--- src/rtl/ahb_lite_pkg.sv ---
// Shared AHB-Lite encodings and arbiter hold-slot state type.
package ahb_lite_pkg;

  localparam logic [1:0] HTRANS_IDLE   = 2'b00;
  localparam logic [1:0] HTRANS_BUSY   = 2'b01;
  localparam logic [1:0] HTRANS_NONSEQ = 2'b10;
  localparam logic [1:0] HTRANS_SEQ    = 2'b11;

  localparam logic HRESP_OKAY  = 1'b0;
  localparam logic HRESP_ERROR = 1'b1;

  typedef enum logic [1:0] {
    SLOT_IDLE,
    SLOT_HELD,
    SLOT_ADDR,
    SLOT_DATA
  } slot_state_e;

  function automatic logic is_xfer(input logic [1:0] trans);
    return (trans == HTRANS_NONSEQ) || (trans == HTRANS_SEQ);
  endfunction

endpackage

--- src/rtl/ahb_arb_hold_slot.sv ---
// Per-master hold slot: captures a losing address phase, stalls the master
// via its own hready and reports its slot state to the arbiter.
module ahb_arb_hold_slot
  import ahb_lite_pkg::*;
#(
  parameter int unsigned AW = 32
) (
  input  logic          clk,
  input  logic          aresetn,
  input  logic [AW-1:0] haddr,
  input  logic [1:0]    hsize,
  input  logic [1:0]    htrans,
  input  logic          hwrite,
  input  logic          s_hready,
  input  logic          s_hresp,
  input  logic          grant,
  output logic          req,
  output logic          held,
  output logic [AW-1:0] hold_addr,
  output logic [1:0]    hold_size,
  output logic          hold_write,
  output logic          hready,
  output logic          hresp,
  output slot_state_e   state
);

  slot_state_e state_q, state_d;
  logic        capture;

  always_ff @(posedge clk or negedge aresetn) begin
    if (!aresetn) state_q <= SLOT_IDLE;
    else          state_q <= state_d;
  end

  always_ff @(posedge clk or negedge aresetn) begin
    if (!aresetn) begin
      hold_addr  <= '0;
      hold_size  <= '0;
      hold_write <= 1'b0;
    end else if (capture) begin
      hold_addr  <= haddr;
      hold_size  <= hsize;
      hold_write <= hwrite;
    end
  end

  always_comb begin
    hready = 1'b1;
    hresp  = HRESP_OKAY;
    case (state_q)
      SLOT_HELD: hready = 1'b0;
      SLOT_DATA: begin
        hready = s_hready;
        hresp  = s_hresp;
      end
      default: ;
    endcase
  end

  // Request gated by reset so a live htrans cannot reach the slave while held in reset
  assign req  = aresetn && hready && is_xfer(htrans);
  assign held = (state_q == SLOT_HELD);

  // ADDR is not registered: it is the granted cycle of a held slot, keeping replay latency at one cycle
  assign state = (held && grant) ? SLOT_ADDR : state_q;

  always_comb begin
    state_d = state_q;
    capture = 1'b0;
    unique case (state_q)
      SLOT_HELD: if (s_hready && grant) state_d = SLOT_DATA;
      SLOT_DATA: begin
        if (s_hready) begin
          if (!req) begin
            state_d = SLOT_IDLE;
          end else if (grant) begin
            state_d = SLOT_DATA;
          end else begin
            state_d = SLOT_HELD;
            capture = 1'b1;
          end
        end
      end
      default: begin
        if (req) begin
          if (s_hready && grant) begin
            state_d = SLOT_DATA;
          end else begin
            state_d = SLOT_HELD;
            capture = 1'b1;
          end
        end
      end
    endcase
  end

endmodule

--- src/rtl/ahb_lite_arbiter2.sv ---
// Two-master AHB-Lite arbiter onto one slave port with hold-slot replay.
// Define AHB_ARB_RR_EN for round-robin; otherwise fixed priority m0 > m1.
module ahb_lite_arbiter2
  import ahb_lite_pkg::*;
#(
  parameter int unsigned AW = 32,
  parameter int unsigned DW = 32
) (
  input  logic            clk,
  input  logic            aresetn,
  input  logic [2*AW-1:0] m_haddr,
  input  logic [3:0]      m_hsize,
  input  logic [3:0]      m_htrans,
  input  logic [1:0]      m_hwrite,
  input  logic [2*DW-1:0] m_hwdata,
  output logic [1:0]      m_hready,
  output logic [DW-1:0]   m_hrdata,
  output logic [1:0]      m_hresp,
  output logic [AW-1:0]   s_haddr,
  output logic [1:0]      s_hsize,
  output logic [1:0]      s_htrans,
  output logic            s_hwrite,
  output logic [DW-1:0]   s_hwdata,
  input  logic            s_hready,
  input  logic [DW-1:0]   s_hrdata,
  input  logic            s_hresp,
  output logic [1:0]      owner
);

  logic [AW-1:0] live_addr  [2];
  logic [1:0]    live_size  [2];
  logic [1:0]    live_trans [2];
  logic [AW-1:0] hold_addr  [2];
  logic [1:0]    hold_size  [2];
  slot_state_e   st         [2];
  logic [1:0]    hold_write, req, held, cand, grant;
  logic          gnt0, gnt1, win, prio_m1;
  logic          dp_valid, dp_idx;

  logic [AW-1:0] bus_addr, bus_addr_q;
  logic [1:0]    bus_size, bus_size_q, bus_trans, bus_trans_q;
  logic          bus_write, bus_write_q;

  for (genvar g = 0; g < 2; g++) begin : g_slot
    assign live_addr[g]  = m_haddr[g*AW +: AW];
    assign live_size[g]  = m_hsize[g*2 +: 2];
    assign live_trans[g] = m_htrans[g*2 +: 2];

    ahb_arb_hold_slot #(.AW(AW)) u_slot (
      .clk        (clk),
      .aresetn    (aresetn),
      .haddr      (live_addr[g]),
      .hsize      (live_size[g]),
      .htrans     (live_trans[g]),
      .hwrite     (m_hwrite[g]),
      .s_hready   (s_hready),
      .s_hresp    (s_hresp),
      .grant      (grant[g]),
      .req        (req[g]),
      .held       (held[g]),
      .hold_addr  (hold_addr[g]),
      .hold_size  (hold_size[g]),
      .hold_write (hold_write[g]),
      .hready     (m_hready[g]),
      .hresp      (m_hresp[g]),
      .state      (st[g])
    );
  end

`ifdef AHB_ARB_RR_EN
  logic last_grant;

  always_ff @(posedge clk or negedge aresetn) begin
    if (!aresetn)   last_grant <= 1'b1;
    else if (|grant) last_grant <= grant[1];
  end

  assign prio_m1 = ~last_grant;
`else
  assign prio_m1 = 1'b0;
`endif

  assign cand  = req | held;
  assign gnt0  = s_hready && cand[0] && !(cand[1] && prio_m1);
  assign gnt1  = s_hready && cand[1] && !gnt0;
  assign grant = {gnt1, gnt0};
  assign win   = gnt1;

  // The data-phase owner is by construction the previous address-phase owner
  always_comb begin
    bus_addr  = bus_addr_q;
    bus_size  = bus_size_q;
    bus_trans = bus_trans_q;
    bus_write = bus_write_q;
    if (s_hready) begin
      bus_trans = HTRANS_IDLE;
      if (|grant) begin
        if (st[win] == SLOT_ADDR) begin
          bus_addr  = hold_addr[win];
          bus_size  = hold_size[win];
          bus_write = hold_write[win];
          bus_trans = HTRANS_NONSEQ;
        end else begin
          bus_addr  = live_addr[win];
          bus_size  = live_size[win];
          bus_write = m_hwrite[win];
          bus_trans = (dp_valid && dp_idx == win) ? live_trans[win] : HTRANS_NONSEQ;
        end
      end
    end
  end

  always_ff @(posedge clk or negedge aresetn) begin
    if (!aresetn) begin
      bus_addr_q  <= '0;
      bus_size_q  <= '0;
      bus_trans_q <= HTRANS_IDLE;
      bus_write_q <= 1'b0;
      dp_valid    <= 1'b0;
      dp_idx      <= 1'b0;
    end else begin
      bus_addr_q  <= bus_addr;
      bus_size_q  <= bus_size;
      bus_trans_q <= bus_trans;
      bus_write_q <= bus_write;
      if (s_hready) begin
        dp_valid <= |grant;
        dp_idx   <= win;
      end
    end
  end

  assign s_haddr  = bus_addr;
  assign s_hsize  = bus_size;
  assign s_htrans = bus_trans;
  assign s_hwrite = bus_write;
  assign s_hwdata = dp_idx ? m_hwdata[2*DW-1:DW] : m_hwdata[DW-1:0];
  assign m_hrdata = s_hrdata;
  assign owner    = {dp_valid, dp_idx};

endmodule

--- config.mk ---
export PLATFORM = sky130hd
export DESIGN_NAME = ahb_lite_arbiter2
export DESIGN_NICKNAME = d
export VERILOG_FILES = /design/src/rtl/ahb_lite_pkg.sv /design/src/rtl/ahb_arb_hold_slot.sv /design/src/rtl/ahb_lite_arbiter2.sv
export SDC_FILE = /design/constraint.sdc
export NUM_CORES = 1
export LEC_CHECK = 0
export CAP_MARGIN = 20
export CORE_AREA = 2 2 135 124
export DETAILED_ROUTE_END_ITERATION = 7
export DIE_AREA = 0 0 137 126
export PLACE_DENSITY = 0.78
export SYNTH_ARGS = -nofsm -noshare
export SYNTH_HDL_FRONTEND = slang
export SYNTH_HIERARCHICAL = 1
export SYNTH_SLANG_ARGS = --single-unit
export TNS_END_PERCENT = 10
--- constraint.sdc ---
create_clock -name clk -period 4 [get_ports clk]
set_input_delay 0.6 -clock clk [delete_from_list [all_inputs] [get_ports clk]]
set_output_delay 0.6 -clock clk [all_outputs]
set_load 0.02 [all_outputs]
==> metrics <==
outcome=completed; Post-CTS Setup Inserts=0; Setup TNS=0 ns; All-Layer GR Usage=22.4%; IO Pins=281; clk slew on worst S/H paths=0.05 ns; routed length per instance=20.7 um; FP Rows=44; Crit path max-delay family=buffers and inverters; worst IR drop on VDD=0.349 mV; Placed Area=0.00869 mm2; clk root buf=clkbuf_16; worst min path class=input pin to asynchronous set/reset pin; P&R area growth vs syn=42.2%; die area=0.0173 mm2; met3 WL=1780 um; fraction of registers with async set/reset=100%; synth warn=6; worst-skew pair later-pin latency=0.42 ns; drt drc=0; post-synthesis cell count=514; crit start category=input pin; wl on met1=7570 um; register bit total from synthesis=113; first-pass GRT wire length=29000 um; Antenna diodes=0; Die X-Extent=137 um; number of flops mapped to enable cells by yosys=0; # nets final=888; htree depth=4; Max-Cap Viols=0; Worst setup EP type=output port; Num CTS Buffers=17; initial cell density of the core=41.0%; final slew viol count=0; RSZ-0062 raised after global routing=no; Syn Nets=688; GRT Residual Overflow=0; Final Skew=0.0149 ns; # setup viols final=0; DP Wirelength=14400 um; Post-Route WL=19400 um; Bufs on Longest Clock Path=2; crit-path cells=clkdlybuf4s50_1, buf_4, a21boi_4, nor2_1, o211ai_4, inv_1, a21boi_0, nand2b_2, buf_12, mux2i_1, mux2_4, o21ai_2, dlygate4sd2_1; most common cell after layout, fill and taps aside=clkdlybuf4s50_1; Worst Path Required=3.40 ns; Post-CTS Hold Buffers=0; vias after detailed routing=4782; vias per std cell=5.12; Detail Route met2 WL=9670 um; mean post-synth cell area=12.6 um2; pin count of the biggest net entering global routing=67; DIE HEIGHT=126 um; slowest library cell on the worst path=clkdlybuf4s50_1; Critical Path AT=3.24 ns; vias in the first global route=5219; Placer Congestion=0.832; CORE AREA=0.0159 mm2; CTS tree=done; Pre-antenna DRT Iters=4; register area share after synthesis=43.5%; synth unique cells=30; ys flop type=dfrtp_1; share of layout cells above drive strength 1=33.4%; Buf/Inv on CP=5; most frequent cells in the layout=clkdlybuf4s50_1 (178), mux2_2 (120), dfrtp_1 (113); post-route ant nets=0; Synth Cell Area=0.00650 mm2; period utilization=95.9%; fmax=261 MHz; Port Buf Inserts=216; Hold Vio Cnt, Final=0; uppermost layer routed=met4; initial antenna violation count=0; First DRT Iteration DRCs=127; Crit path largest cell delay=0.56 ns; Pwr Density=748 mW/mm2; CP max FO=12; worst slew pin tran=0.856 ns; leak pwr=4.37 nW; critical path class=input pin to output port; Worst slew margin=42.9%; # clock sinks=113; design area=0.00924 mm2; Tmin final=3.84 ns
## cells by family (layout without fill, tap and decap cells)
logic type	after synthesis	count (layout)	synth area share, %
DFF	113	113	43.5
AOI/OAI and AO/OA	55	55	7.41
muxes	208	208	35.7
buffers and inverters	73	286	8.59
and+or+nand+nor	65	65	4.76
## per-stage QoR
step / std cells / util [%] / hold slack [ns] / setup slack (ns) / power, W
after floorplan: 514 / - / 0.304 / 0.533 / 0.00431
after global placement: 902 / 54.8 / 0.447 / -0.129 / 0.00548
after CTS: 934 / 58.2 / 0.355 / 0.0380 / 0.00696
final: 934 / 58.3 / 0.324 / 0.164 / 0.00691
after global routing: 934 / 58.3 / 0.380 / 0.00764 / 0.00729
after detailed placement: 902 / 54.8 / 0.451 / -0.213 / 0.00561
## per-layer routing
layer	up-vias	GRT usage [%]
met4	0	8.25
met1	2368	25.7
li1	2193	-
met2	200	38.4
met5	-	0.292
met3	21	7.81
## state kept, by name (all words and copies together), names as in the netlist
register,flops
bus_size_q,2
dp_valid,1
bus_write_q,1
dp_idx,1
g_slot.u_slot/hold_addr,64
bus_addr_q,32
g_slot.u_slot/state_q,4
bus_trans_q,2
g_slot.u_slot/hold_size,4
g_slot.u_slot/hold_write,2
## power breakdown
group	switching, W	total, W	internal [W]
clock network	0.000504	0.00147	0.000967
registers	0.000267	0.00197	0.00171
logic	0.00171	0.00347	0.00176
## synthesized netlist by cell type, drive strengths merged (4+ instances only)
cell type  instances  share of area (%)
mux2             138                 25
nand2             50                2.9
dfrtp            113                 44
a21oi              5               0.38
mux2i             70                 11
buf               63                8.0
o21ai             39                4.9
a21boi             4               0.81
nor2               4               0.35
inv                9               0.52
nor2b              4               0.38
## worst paths after layout
path                                              from  cells past startpoint  slack [ns]                        endpoint
max                                           s_hready                     13        0.16                     s_haddr[29]
max in group asynchronous                      aresetn                      2        3.01   g_slot[0].u_slot/hold_addr[2]
min                                            aresetn                      2        0.32     g_slot[0].u_slot/state_q[0]
max reg2reg                g_slot[0].u_slot/state_q[0]                      9        1.17  g_slot[1].u_slot/hold_addr[21]
min reg2reg                              bus_addr_q[7]                      2        0.46                   bus_addr_q[7]
min in group clk                         bus_addr_q[7]                      2        0.46                   bus_addr_q[7]
## final cells by class
| type | instances | area, um2 |
|---|---|---|
| fillers | 1265 | 6610 |
| clock inverters | 4 | 45.0 |
| repair buffers | 245 | 2410 |
| inverters | 9 | 33.8 |
| flip-flops and latches | 113 | 2830 |
| clock buffers | 28 | 537 |
| well taps | 207 | 259 |
| multi-input cells | 328 | 3130 |
## timing repair
item / in CTS / in global routing
gates resized for setup: 35 / 4
pin swaps: 0 / 0
setup endpoints to repair: 35 / 34
No activity file was read; power rests on OpenSTA's default activity.
